[src/rtl/ctrl_pkg.sv]
`default_nettype none
// ============================================================================
//  Module   : ctrl_pkg
//  Purpose  : Shared opcodes, ALU codes, FSM state encoding and instruction
//             field positions for the 8-register processor control unit.
//  Revision : 1.0  initial release
// ============================================================================
package ctrl_pkg;

    localparam int INSTR_W = 16;

    localparam int OP_MSB  = 15;
    localparam int OP_LSB  = 12;
    localparam int RD_MSB  = 11;
    localparam int RD_LSB  = 9;
    localparam int RS_MSB  = 8;
    localparam int RS_LSB  = 6;
    localparam int RT_MSB  = 5;
    localparam int RT_LSB  = 3;
    localparam int IMM_MSB = 5;
    localparam int IMM_LSB = 0;

    localparam logic [3:0] OP_NOP  = 4'd0;
    localparam logic [3:0] OP_ADD  = 4'd1;
    localparam logic [3:0] OP_SUB  = 4'd2;
    localparam logic [3:0] OP_AND  = 4'd3;
    localparam logic [3:0] OP_OR   = 4'd4;
    localparam logic [3:0] OP_XOR  = 4'd5;
    localparam logic [3:0] OP_ADDI = 4'd6;
    localparam logic [3:0] OP_LDI  = 4'd7;
    localparam logic [3:0] OP_JMP  = 4'd8;
    localparam logic [3:0] OP_BEQZ = 4'd9;
    localparam logic [3:0] OP_HALT = 4'd15;

    localparam logic [2:0] ALU_ADD  = 3'd0;
    localparam logic [2:0] ALU_SUB  = 3'd1;
    localparam logic [2:0] ALU_AND  = 3'd2;
    localparam logic [2:0] ALU_OR   = 3'd3;
    localparam logic [2:0] ALU_XOR  = 3'd4;
    localparam logic [2:0] ALU_PASS = 3'd5;

    typedef enum logic [2:0] {
        S_IDLE   = 3'd0,
        S_FETCH  = 3'd1,
        S_DECODE = 3'd2,
        S_EXEC   = 3'd3,
        S_WB     = 3'd4,
        S_HALT   = 3'd5
    } state_t;

endpackage
`default_nettype wire

[src/rtl/ctrl_fsm_if.sv]
`default_nettype none
// ============================================================================
//  Module   : ctrl_fsm_if
//  Purpose  : Instruction-memory fetch handshake between control unit
//             (master) and instruction memory (slave).
//  Revision : 1.0  initial release
// ============================================================================
interface ctrl_fsm_if
    import ctrl_pkg::*;
#(
    parameter int PC_W = 8
);
    logic               imem_req;
    logic [PC_W-1:0]    imem_addr;
    logic               imem_valid;
    logic [INSTR_W-1:0] imem_data;

    modport master (
        output imem_req,
        output imem_addr,
        input  imem_valid,
        input  imem_data
    );

    modport slave (
        input  imem_req,
        input  imem_addr,
        output imem_valid,
        output imem_data
    );
endinterface
`default_nettype wire

[src/rtl/ctrl_decode.sv]
`default_nettype none
// ============================================================================
//  Module   : ctrl_decode
//  Purpose  : Combinational opcode decode into ALU controls and
//             instruction-class flags for the control FSM.
//  Revision : 1.0  initial release
// ============================================================================
module ctrl_decode
    import ctrl_pkg::*;
(
    input  logic [3:0] op,
    output logic [2:0] alu_op,
    output logic       alu_src_imm,
    output logic       writes_rd,
    output logic       is_jmp,
    output logic       is_beqz,
    output logic       is_halt,
    output logic       is_illegal
);

    always_comb begin
        alu_op      = ALU_ADD;
        alu_src_imm = 1'b0;
        writes_rd   = 1'b0;
        is_jmp      = 1'b0;
        is_beqz     = 1'b0;
        is_halt     = 1'b0;
        is_illegal  = 1'b0;
        case (op)
            OP_NOP:  ;
            OP_ADD:  writes_rd = 1'b1;
            OP_SUB:  begin alu_op = ALU_SUB; writes_rd = 1'b1; end
            OP_AND:  begin alu_op = ALU_AND; writes_rd = 1'b1; end
            OP_OR:   begin alu_op = ALU_OR;  writes_rd = 1'b1; end
            OP_XOR:  begin alu_op = ALU_XOR; writes_rd = 1'b1; end
            OP_ADDI: begin alu_src_imm = 1'b1; writes_rd = 1'b1; end
            OP_LDI:  begin alu_op = ALU_PASS; alu_src_imm = 1'b1; writes_rd = 1'b1; end
            OP_JMP:  is_jmp = 1'b1;
            // Branch tests rt itself: ALU passes B through so alu_zero reflects rt
            OP_BEQZ: begin alu_op = ALU_PASS; is_beqz = 1'b1; end
            OP_HALT: is_halt = 1'b1;
            default: is_illegal = 1'b1;
        endcase
    end

endmodule
`default_nettype wire

[src/rtl/ctrl_fsm.sv]
`default_nettype none
// ============================================================================
//  Module   : ctrl_fsm
//  Purpose  : Multi-cycle fetch/decode/exec/writeback sequencer of the
//             8-register processor. Define R0_ZERO_EN to hardwire r0 to zero.
//  Revision : 1.0  initial release
// ============================================================================
module ctrl_fsm
    import ctrl_pkg::*;
#(
    parameter int PC_W = 8
)(
    input  logic            clk,
    input  logic            rst,
    input  logic            start,
    ctrl_fsm_if.master      imem,
    input  logic            alu_zero,
    output logic [2:0]      rs_addr,
    output logic [2:0]      rt_addr,
    output logic [2:0]      alu_op,
    output logic            alu_src_imm,
    output logic [2:0]      reg_waddr,
    output logic            reg_we,
    output logic [PC_W-1:0] pc,
    output logic            halted,
    output logic            illegal
);

    state_t               r_state;
    logic [INSTR_W-1:0]   r_ir;
    logic [PC_W-1:0]      r_pc;
    logic                 r_imem_req;
    logic [2:0]           r_alu_op;
    logic                 r_alu_src_imm;
    logic [2:0]           r_reg_waddr;
    logic                 r_reg_we;
    logic                 r_halted;
    logic                 r_illegal;

    logic [2:0]           w_alu_op;
    logic                 w_alu_src_imm;
    logic                 w_writes_rd;
    logic                 w_is_jmp;
    logic                 w_is_beqz;
    logic                 w_is_halt;
    logic                 w_is_illegal;
    logic [2:0]           w_rd;
    logic [PC_W-1:0]      w_imm_pc;
    logic                 w_rd_write;

    ctrl_decode u_decode (
        .op          (r_ir[OP_MSB:OP_LSB]),
        .alu_op      (w_alu_op),
        .alu_src_imm (w_alu_src_imm),
        .writes_rd   (w_writes_rd),
        .is_jmp      (w_is_jmp),
        .is_beqz     (w_is_beqz),
        .is_halt     (w_is_halt),
        .is_illegal  (w_is_illegal)
    );

    assign w_rd     = r_ir[RD_MSB:RD_LSB];
    // Cast zero-extends for wide PCs and truncates when PC_W < 6
    assign w_imm_pc = PC_W'(r_ir[IMM_MSB:IMM_LSB]);

`ifdef R0_ZERO_EN
    assign w_rd_write = (w_rd != 3'd0);
`else
    assign w_rd_write = 1'b1;
`endif

    always_ff @(posedge clk or posedge rst) begin
        if (rst) begin
            r_state       <= S_IDLE;
            r_ir          <= '0;
            r_pc          <= '0;
            r_imem_req    <= 1'b0;
            r_alu_op      <= ALU_ADD;
            r_alu_src_imm <= 1'b0;
            r_reg_waddr   <= 3'd0;
            r_reg_we      <= 1'b0;
            r_halted      <= 1'b0;
            r_illegal     <= 1'b0;
        end else begin
            case (r_state)
                S_IDLE: begin
                    if (start) begin
                        r_state    <= S_FETCH;
                        r_imem_req <= 1'b1;
                    end
                end
                S_FETCH: begin
                    if (imem.imem_valid) begin
                        r_ir       <= imem.imem_data;
                        r_pc       <= r_pc + PC_W'(1);
                        r_imem_req <= 1'b0;
                        r_state    <= S_DECODE;
                    end
                end
                S_DECODE: begin
                    r_alu_op      <= w_alu_op;
                    r_alu_src_imm <= w_alu_src_imm;
                    r_state       <= S_EXEC;
                end
                S_EXEC: begin
                    if (w_writes_rd) begin
                        r_reg_we    <= w_rd_write;
                        r_reg_waddr <= w_rd_write ? w_rd : 3'd0;
                        r_state     <= S_WB;
                    end else if (w_is_halt) begin
                        r_halted <= 1'b1;
                        r_state  <= S_HALT;
                    end else begin
                        if (w_is_jmp || (w_is_beqz && alu_zero))
                            r_pc <= w_imm_pc;
                        if (w_is_illegal)
                            r_illegal <= 1'b1;
                        r_imem_req <= 1'b1;
                        r_state    <= S_FETCH;
                    end
                end
                S_WB: begin
                    r_reg_we   <= 1'b0;
                    r_imem_req <= 1'b1;
                    r_state    <= S_FETCH;
                end
                S_HALT: begin
                    r_imem_req <= 1'b0;
                end
                default: begin
                    r_state <= S_IDLE;
                end
            endcase
        end
    end

    assign imem.imem_req  = r_imem_req;
    assign imem.imem_addr = r_pc;
    // Read addresses come straight from IR, so they are stable DECODE..WB
    assign rs_addr        = r_ir[RS_MSB:RS_LSB];
    assign rt_addr        = r_ir[RT_MSB:RT_LSB];
    assign alu_op         = r_alu_op;
    assign alu_src_imm    = r_alu_src_imm;
    assign reg_waddr      = r_reg_waddr;
    assign reg_we         = r_reg_we;
    assign pc             = r_pc;
    assign halted         = r_halted;
    assign illegal        = r_illegal;

endmodule
`default_nettype wire

[src/flat_wrapper.sv]
// flat-port wrapper written by rule: the top's interface ports become plain ports
module ctrl_fsm_flat import ctrl_pkg::*;
#(
    parameter int PC_W = 8
)
  (clk, rst, start, alu_zero, rs_addr, rt_addr, alu_op, alu_src_imm, reg_waddr, reg_we, pc, halted, illegal, imem_imem_req, imem_imem_addr, imem_imem_valid, imem_imem_data);
  ctrl_fsm_if #(.PC_W(PC_W)) imem_i ();
  input  logic clk;
  input  logic rst;
  input  logic start;
  input  logic alu_zero;
  output logic [2:0] rs_addr;
  output logic [2:0] rt_addr;
  output logic [2:0] alu_op;
  output logic alu_src_imm;
  output logic [2:0] reg_waddr;
  output logic reg_we;
  output logic [PC_W-1:0] pc;
  output logic halted;
  output logic illegal;
  output wire logic [$bits(imem_i.imem_req)-1:0] imem_imem_req;
  output wire logic [$bits(imem_i.imem_addr)-1:0] imem_imem_addr;
  input wire logic [$bits(imem_i.imem_valid)-1:0] imem_imem_valid;
  input wire logic [$bits(imem_i.imem_data)-1:0] imem_imem_data;
  assign imem_imem_req = imem_i.imem_req;
  assign imem_imem_addr = imem_i.imem_addr;
  assign imem_i.imem_valid = imem_imem_valid;
  assign imem_i.imem_data = imem_imem_data;
  ctrl_fsm #(.PC_W(PC_W)) u_core (.clk(clk), .rst(rst), .start(start), .imem(imem_i), .alu_zero(alu_zero), .rs_addr(rs_addr), .rt_addr(rt_addr), .alu_op(alu_op), .alu_src_imm(alu_src_imm), .reg_waddr(reg_waddr), .reg_we(reg_we), .pc(pc), .halted(halted), .illegal(illegal));
endmodule
[config.mk]
export PLATFORM = sky130hd
export DESIGN_NAME = ctrl_fsm_flat
export DESIGN_NICKNAME = d
export VERILOG_FILES = /design/src/rtl/ctrl_pkg.sv /design/src/rtl/ctrl_fsm_if.sv /design/src/rtl/ctrl_decode.sv /design/src/rtl/ctrl_fsm.sv /design/src/flat_wrapper.sv
export SDC_FILE = /design/constraint.sdc
export NUM_CORES = 1
export LEC_CHECK = 0
export CORE_MARGIN = 10
export CORE_UTILIZATION = 43
export CTS_CLUSTER_DIAMETER = 80
export DETAILED_ROUTE_END_ITERATION = 10
export DONT_BUFFER_PORTS = 1
export PLACE_DENSITY = 0.56
export SKIP_LAST_GASP = 1
export SLEW_MARGIN = 20
export SYNTH_ARGS = -nofsm -noshare
export SYNTH_HDL_FRONTEND = slang
export SYNTH_HIERARCHICAL = 1
export SYNTH_SLANG_ARGS = --single-unit
[constraint.sdc]
create_clock -name clk -period 1.72 [get_ports clk]
set_clock_uncertainty 0.05 [all_clocks]
set_input_delay 0.172 -clock clk [delete_from_list [all_inputs] [get_ports clk]]
set_output_delay 0.172 -clock clk [all_outputs]
set_load 0.01 [all_outputs]
* Word level (Yosys, flattened, before mapping) *
Index checks and enable logic that the tools add are counted.

cells by class
  $add $sub $neg = 1
  equality and inequality tests = 21
  mux-type cells = 23
  bitwise operators = 4
  reduce and logical (&&, ||, !) cells = 19

operators with widths
  operator                                       number
  2-to-1 mux 8 bit                               4
  one-hot mux 3 bit (6 select lines)             1
  == test 4 x 3 -> 1 bit, second input constant  4
  one-hot mux 8 bit (2 select lines)             1
  one-hot mux 3 bit (5 select lines)             1
  == test 4 bit, second input constant           3
  2-to-1 mux 3 bit                               4
  OR reduction 11 bit                            1
  2-to-1 mux 1 bit                               10
  inequality test 2 bit, second input constant   5
  AND reduction 5 bit                            2
  adder 8 x 1 -> 8 bit, second input constant    1
  == test 4 x 2 -> 1 bit, second input constant  2
  OR reduction 7 bit                             1
  == test 3 x 2 -> 1 bit, second input constant  2
  == test 3 bit, second input constant           2
  AND reduction 2 bit                            3
  AND reduction 3 bit                            2
  one-hot mux 1 bit (5 select lines)             1
  nonzero test 5 bit                             1
  == test 4 x 1 -> 1 bit, second input constant  1
  zero test 4 bit                                1
  inverter 1 bit                                 4
  AND reduction 4 bit                            1
  8 further kinds                                10

word-level totals
  register bits after elaboration = 38
  output and inout bits = 33

* Longest topological paths before layout *
  depth after elaboration = 8
  mapped depth = 8

* Modules after synthesis *
Netlist, hierarchy kept.

modules (own cells, without submodules)
  module       instances  cells each  area each (µm²)  seq. area each (µm²)
  ctrl_fsm     1          156         1780.5           950.9
  ctrl_decode  1          21          161.4            0.0

* Least setup slack after synthesis *
Ideal clock, no wire load.

  path type = reg2reg
  start = reg u_core.r_ir[15]
  end = reg u_core.r_pc[5], in the netlist u_core/imem.imem_addr[5]
  setup time = 0.127 ns
  arrival = 1.486 ns
  path slack = 0.057 ns
  cell stages (with the launch flop) = 7
  buffers on the path = 0
  period minus slack after synthesis = 1.663 ns
  cell sequence = dfrtp_1 > nor3b_1 > nor2b_1 > a21o_1 > a31o_2 > a21boi_0 > o2bb2a_1

RTL lines
  what                                             RTL line           RTL
  from (decl)                                      ctrl_fsm.sv:30     logic [INSTR_W-1:0] r_ir;
  from (signal assigned)                           ctrl_fsm.sv:94     r_ir <= imem.imem_data;
  == test 4 bit                                    ctrl_decode.sv:29  case (op)
  2-to-1 mux 1 bit                                 ctrl_decode.sv:29
  net u_core.w_is_jmp                              ctrl_fsm.sv:43     logic w_is_jmp;
  logical OR 1 bit                                 ctrl_fsm.sv:114    if (w_is_jmp || (w_is_beqz && alu_zero))
  inequality test 2 x 1 -> 1 bit (no source line)  n/a
  AND reduction 5 bit (no source line)             n/a
  to (signal assigned)                             ctrl_fsm.sv:95     r_pc <= r_pc + PC_W'(1);
  to (signal assigned)                             ctrl_fsm.sv:115    r_pc <= w_imm_pc;
  to (decl)                                        ctrl_fsm.sv:31     logic [PC_W-1:0] r_pc;

The timed path passes the listed nets, and every way through them passes these cells.
A chain may end at the register's enable or synchronous reset.

* Final worst setup path *
  start = reg u_core.r_ir[15]
  end = reg u_core.r_pc[5], in the netlist u_core/imem.imem_addr[5]

between the ends
  word-level cells in the longest chain between the ends = 6

ends and longest elaborated chain
  what                                             RTL line           RTL
  == test 4 bit                                    ctrl_decode.sv:29
  2-to-1 mux 1 bit                                 ctrl_decode.sv:29
  net u_core.w_is_beqz                             ctrl_fsm.sv:44     logic w_is_beqz;
  logical AND 1 bit                                ctrl_fsm.sv:114
  logical OR 1 bit                                 ctrl_fsm.sv:114
  inequality test 2 x 1 -> 1 bit (no source line)  n/a
  AND reduction 5 bit (no source line)             n/a

The timed path passes the listed nets, and every way through them passes these cells.

==> results.json <==
{
  "viasPerCell": 5.38,
  "period_share_pct": 95.6,
  "slew_viol_final": 0,
  "h-tree-depth": 2,
  "core_um2": 4350,
  "num_antenna_cells": 0,
  "yosys-top-cells-area": "dfrtp_1 (49%), mux2_2 (13%), buf_4 (6.2%)",
  "floorplan.die_area_um2": 7600,
  "drtAntennaViolNets": 0,
  "dpl.cell_count": 225,
  "start_util_pct": 44.6,
  "crit_type": "reg -> reg",
  "start_kind": "register",
  "utilization_pct": 52.7,
  "setup_viol": 0,
  "grt_max_degree": 39,
  "final_layout_size_suffix_gt1_share_pct": 31.7,
  "grt_pass1_wl_um": 6770,
  "hold_viol": 0,
  "nets": 220,
  "synth_common_cells": "dfrtp_1 (38), mux2_2 (23), buf_4 (16)",
  "synth-seq-cells": 38,
  "cap_viol_max_count": 0,
  "portBuffers": 0,
  "cellPowerDensity_nw_per_um2": 1920,
  "fp.dieH_um": 87.2,
  "final-seq-area_um2": 953,
  "first_pass_iters": 4,
  "maxSlewHeadroom_pct": 67.6,
  "cts_buffers": 5,
  "vias": 1351,
  "yosys.area.top_type_share_pct": 49.0,
  "io_pins": 54,
  "gp_congestion": 0.813,
  "placed_cell_area_um2": 1990,
  "antenna_found_initial": 0,
  "slowest_stage": "dfrtp_1",
  "routed_wl_um": 4180,
  "clkTransAtPathRegs_ns": 0.08,
  "ys_types": 41,
  "synthFlopType": "dfrtp_1",
  "synthCells": 177,
  "cts_tree": "done",
  "drc_errors": 0,
  "syn2layout_area_growth_pct": 18.1,
  "crit_arrival_ns": 1.77,
  "power_leakage_nw": 0.996,
  "nFillCells": 400,
  "synth_edf_count": 0,
  "syn_area_per_cell_um2": 11.0,
  "grt_use_total_pct": 11.1,
  "rsz0062_at_grt": "true",
  "wl_per_cell_um": 16.6,
  "instances_no_fill": 251,
  "hold_class": "in -> reg",
  "synthesis.nets": 199,
  "critPathCaptureType": "register",
  "tightestPinTransition_ns": 0.486,
  "rr_worst_depth": 7,
  "yosysWarnings": 6,
  "vdd_drop_max_mv": 0.768,
  "holdPathStages": 3,
  "cts.sinks": 38,
  "synth_area_um2": 1940,
  "final_cell_area_um2": 2290,
  "total_power_mw": 4.41,
  "clk_latency_ns": 0.29,
  "max_stage_delay_ns": 0.39,
  "cp_max_fo": 4,
  "synth_most_common_cell": "dfrtp_1",
  "required_ns": 1.85,
  "cts_setup_buffers": 0,
  "ctsLongestPathBuffers": 2,
  "yosysTopAreaCell": "dfrtp_1",
  "status": "completed",
  "path_cells": "buf_4 -> nand4bb_2 -> inv_1 -> a21o_1 -> a31o_2 -> a21boi_0 -> o2bb2a_2",
  "multi_input_area_um2": 800,
  "overflow": 0,
  "root_buffer": "clkbuf_8",
  "fmax_mhz": 608,
  "yosysSeqAreaShare_pct": 49.0,
  "num_rows": 24,
  "place_hpwl_um": 3060,
  "grt_pass1_vias": 1351,
  "die-width_um": 87.2,
  "fin_crit_ns": 1.64,
  "synthArstFlopShare_pct": 100,
  "drt_iter0_markers": 75
}
-- worst paths after layout --
check	from	end	slack [ns]
max in group asynchronous	rst	u_core/r_ir[13]	0.86
min in group asynchronous	rst	u_core/r_ir[8]	0.38
hold / removal	imem_imem_valid	u_core/r_state[0]	0.05
hold reg to reg	u_core/r_state[1]	u_core/imem.imem_req	0.45
setup reg to reg	u_core/r_ir[15]	u_core/imem.imem_addr[5]	0.08
setup / recovery	u_core/r_ir[15]	u_core/imem.imem_addr[5]	0.08
-- metal layers --
| metal | track usage (%) | up-vias | part of all wire, % |
|---|---|---|---|
| met5 | 0 | - | 0 |
| met3 | 5.43 | 9 | 8.0 |
| li1 | - | 652 | - |
| met4 | 4.06 | 0 | 1.5 |
| met2 | 17.7 | 39 | 49 |
| met1 | 12.6 | 651 | 41 |
-- stage by stage --
step / worst slack, ns / hold slack, ns / TNS, ns
finish: 0.0762 / 0.0511 / 0
global placement: 0.0849 / 0.154 / 0
global route: -0.0198 / 0.0874 / -0.0527
detailed placement: 0.0322 / 0.165 / 0
floorplan: 0.0574 / 0.274 / 0
CTS: 0.00109 / 0.0370 / 0
-- critical path, delay by kind of cell, from the launching register on --
| family | cells | cell delay (ns) |
|---|---|---|
| compound gates | 4 | 0.80 |
| buf+inv | 2 | 0.20 |
| flops | 1 | 0.39 |
| simple gates | 1 | 0.09 |
-- sequential cells by signal, summed over array words and instances, names as in the netlist --
name	cells
u_core/r_ir	16
u_core/imem.imem_addr	8
u_core/alu_op	3
u_core/r_state	3
u_core/reg_waddr	3
u_core/alu_src_imm	1
u_core/halted	1
u_core/illegal	1
u_core/imem.imem_req	1
u_core/reg_we	1
-- where the power goes --
group	switching, mW	internal, mW	total (mW)
Sequential	0.531	1.32	1.85
Combinational	0.827	0.972	1.80
Clock	0.326	0.431	0.757
Total	1.68	2.72	4.41
-- cell families (layout without fill, tap and decap cells) --
group                    Yosys count  after routing  share of synthesized area, %
adder cells (fa/ha/maj)            1              1                         0.644
multiplexers                      23             23                          13.3
buffers and inverters             29             51                          10.2
AND/OR/NAND/NOR                   46             46                          14.4
flip-flops                        38             38                          49.0
XOR/XNOR                           2              2                         0.902
AO/OA/AOI/OAI                     38             38                          11.6
-- final cells by class --
| cell class | instances | share of cell area [%] |
|---|---|---|
| Sequential cell | 38 | 41.6 |
| Multi-Input combinational cell | 110 | 34.9 |
| Timing Repair Buffer | 38 | 14.9 |
| Clock buffer | 5 | 3.00 |
| Tap cell | 52 | 2.84 |
| Clock inverter | 3 | 1.96 |
| Inverter | 5 | 0.818 |
-- layout by cell type (no fill, tap or decap), types with 6 or more instances in the layout --
cell type,instances
dfrtp_1,36
nand3_1,6
o21ai_0,10
dlygate4sd3_1,18
buf_4,19
a21oi_1,15
mux2_2,23
nor2_1,9
-- timing repair --
item                       4_1_cts  5_1_grt
hold endpoints to repair        55        0
gates resized for setup          0        4
setup endpoints to repair        0        6
hold buffers                    18        0
No activity file was read; power rests on OpenSTA's default activity.
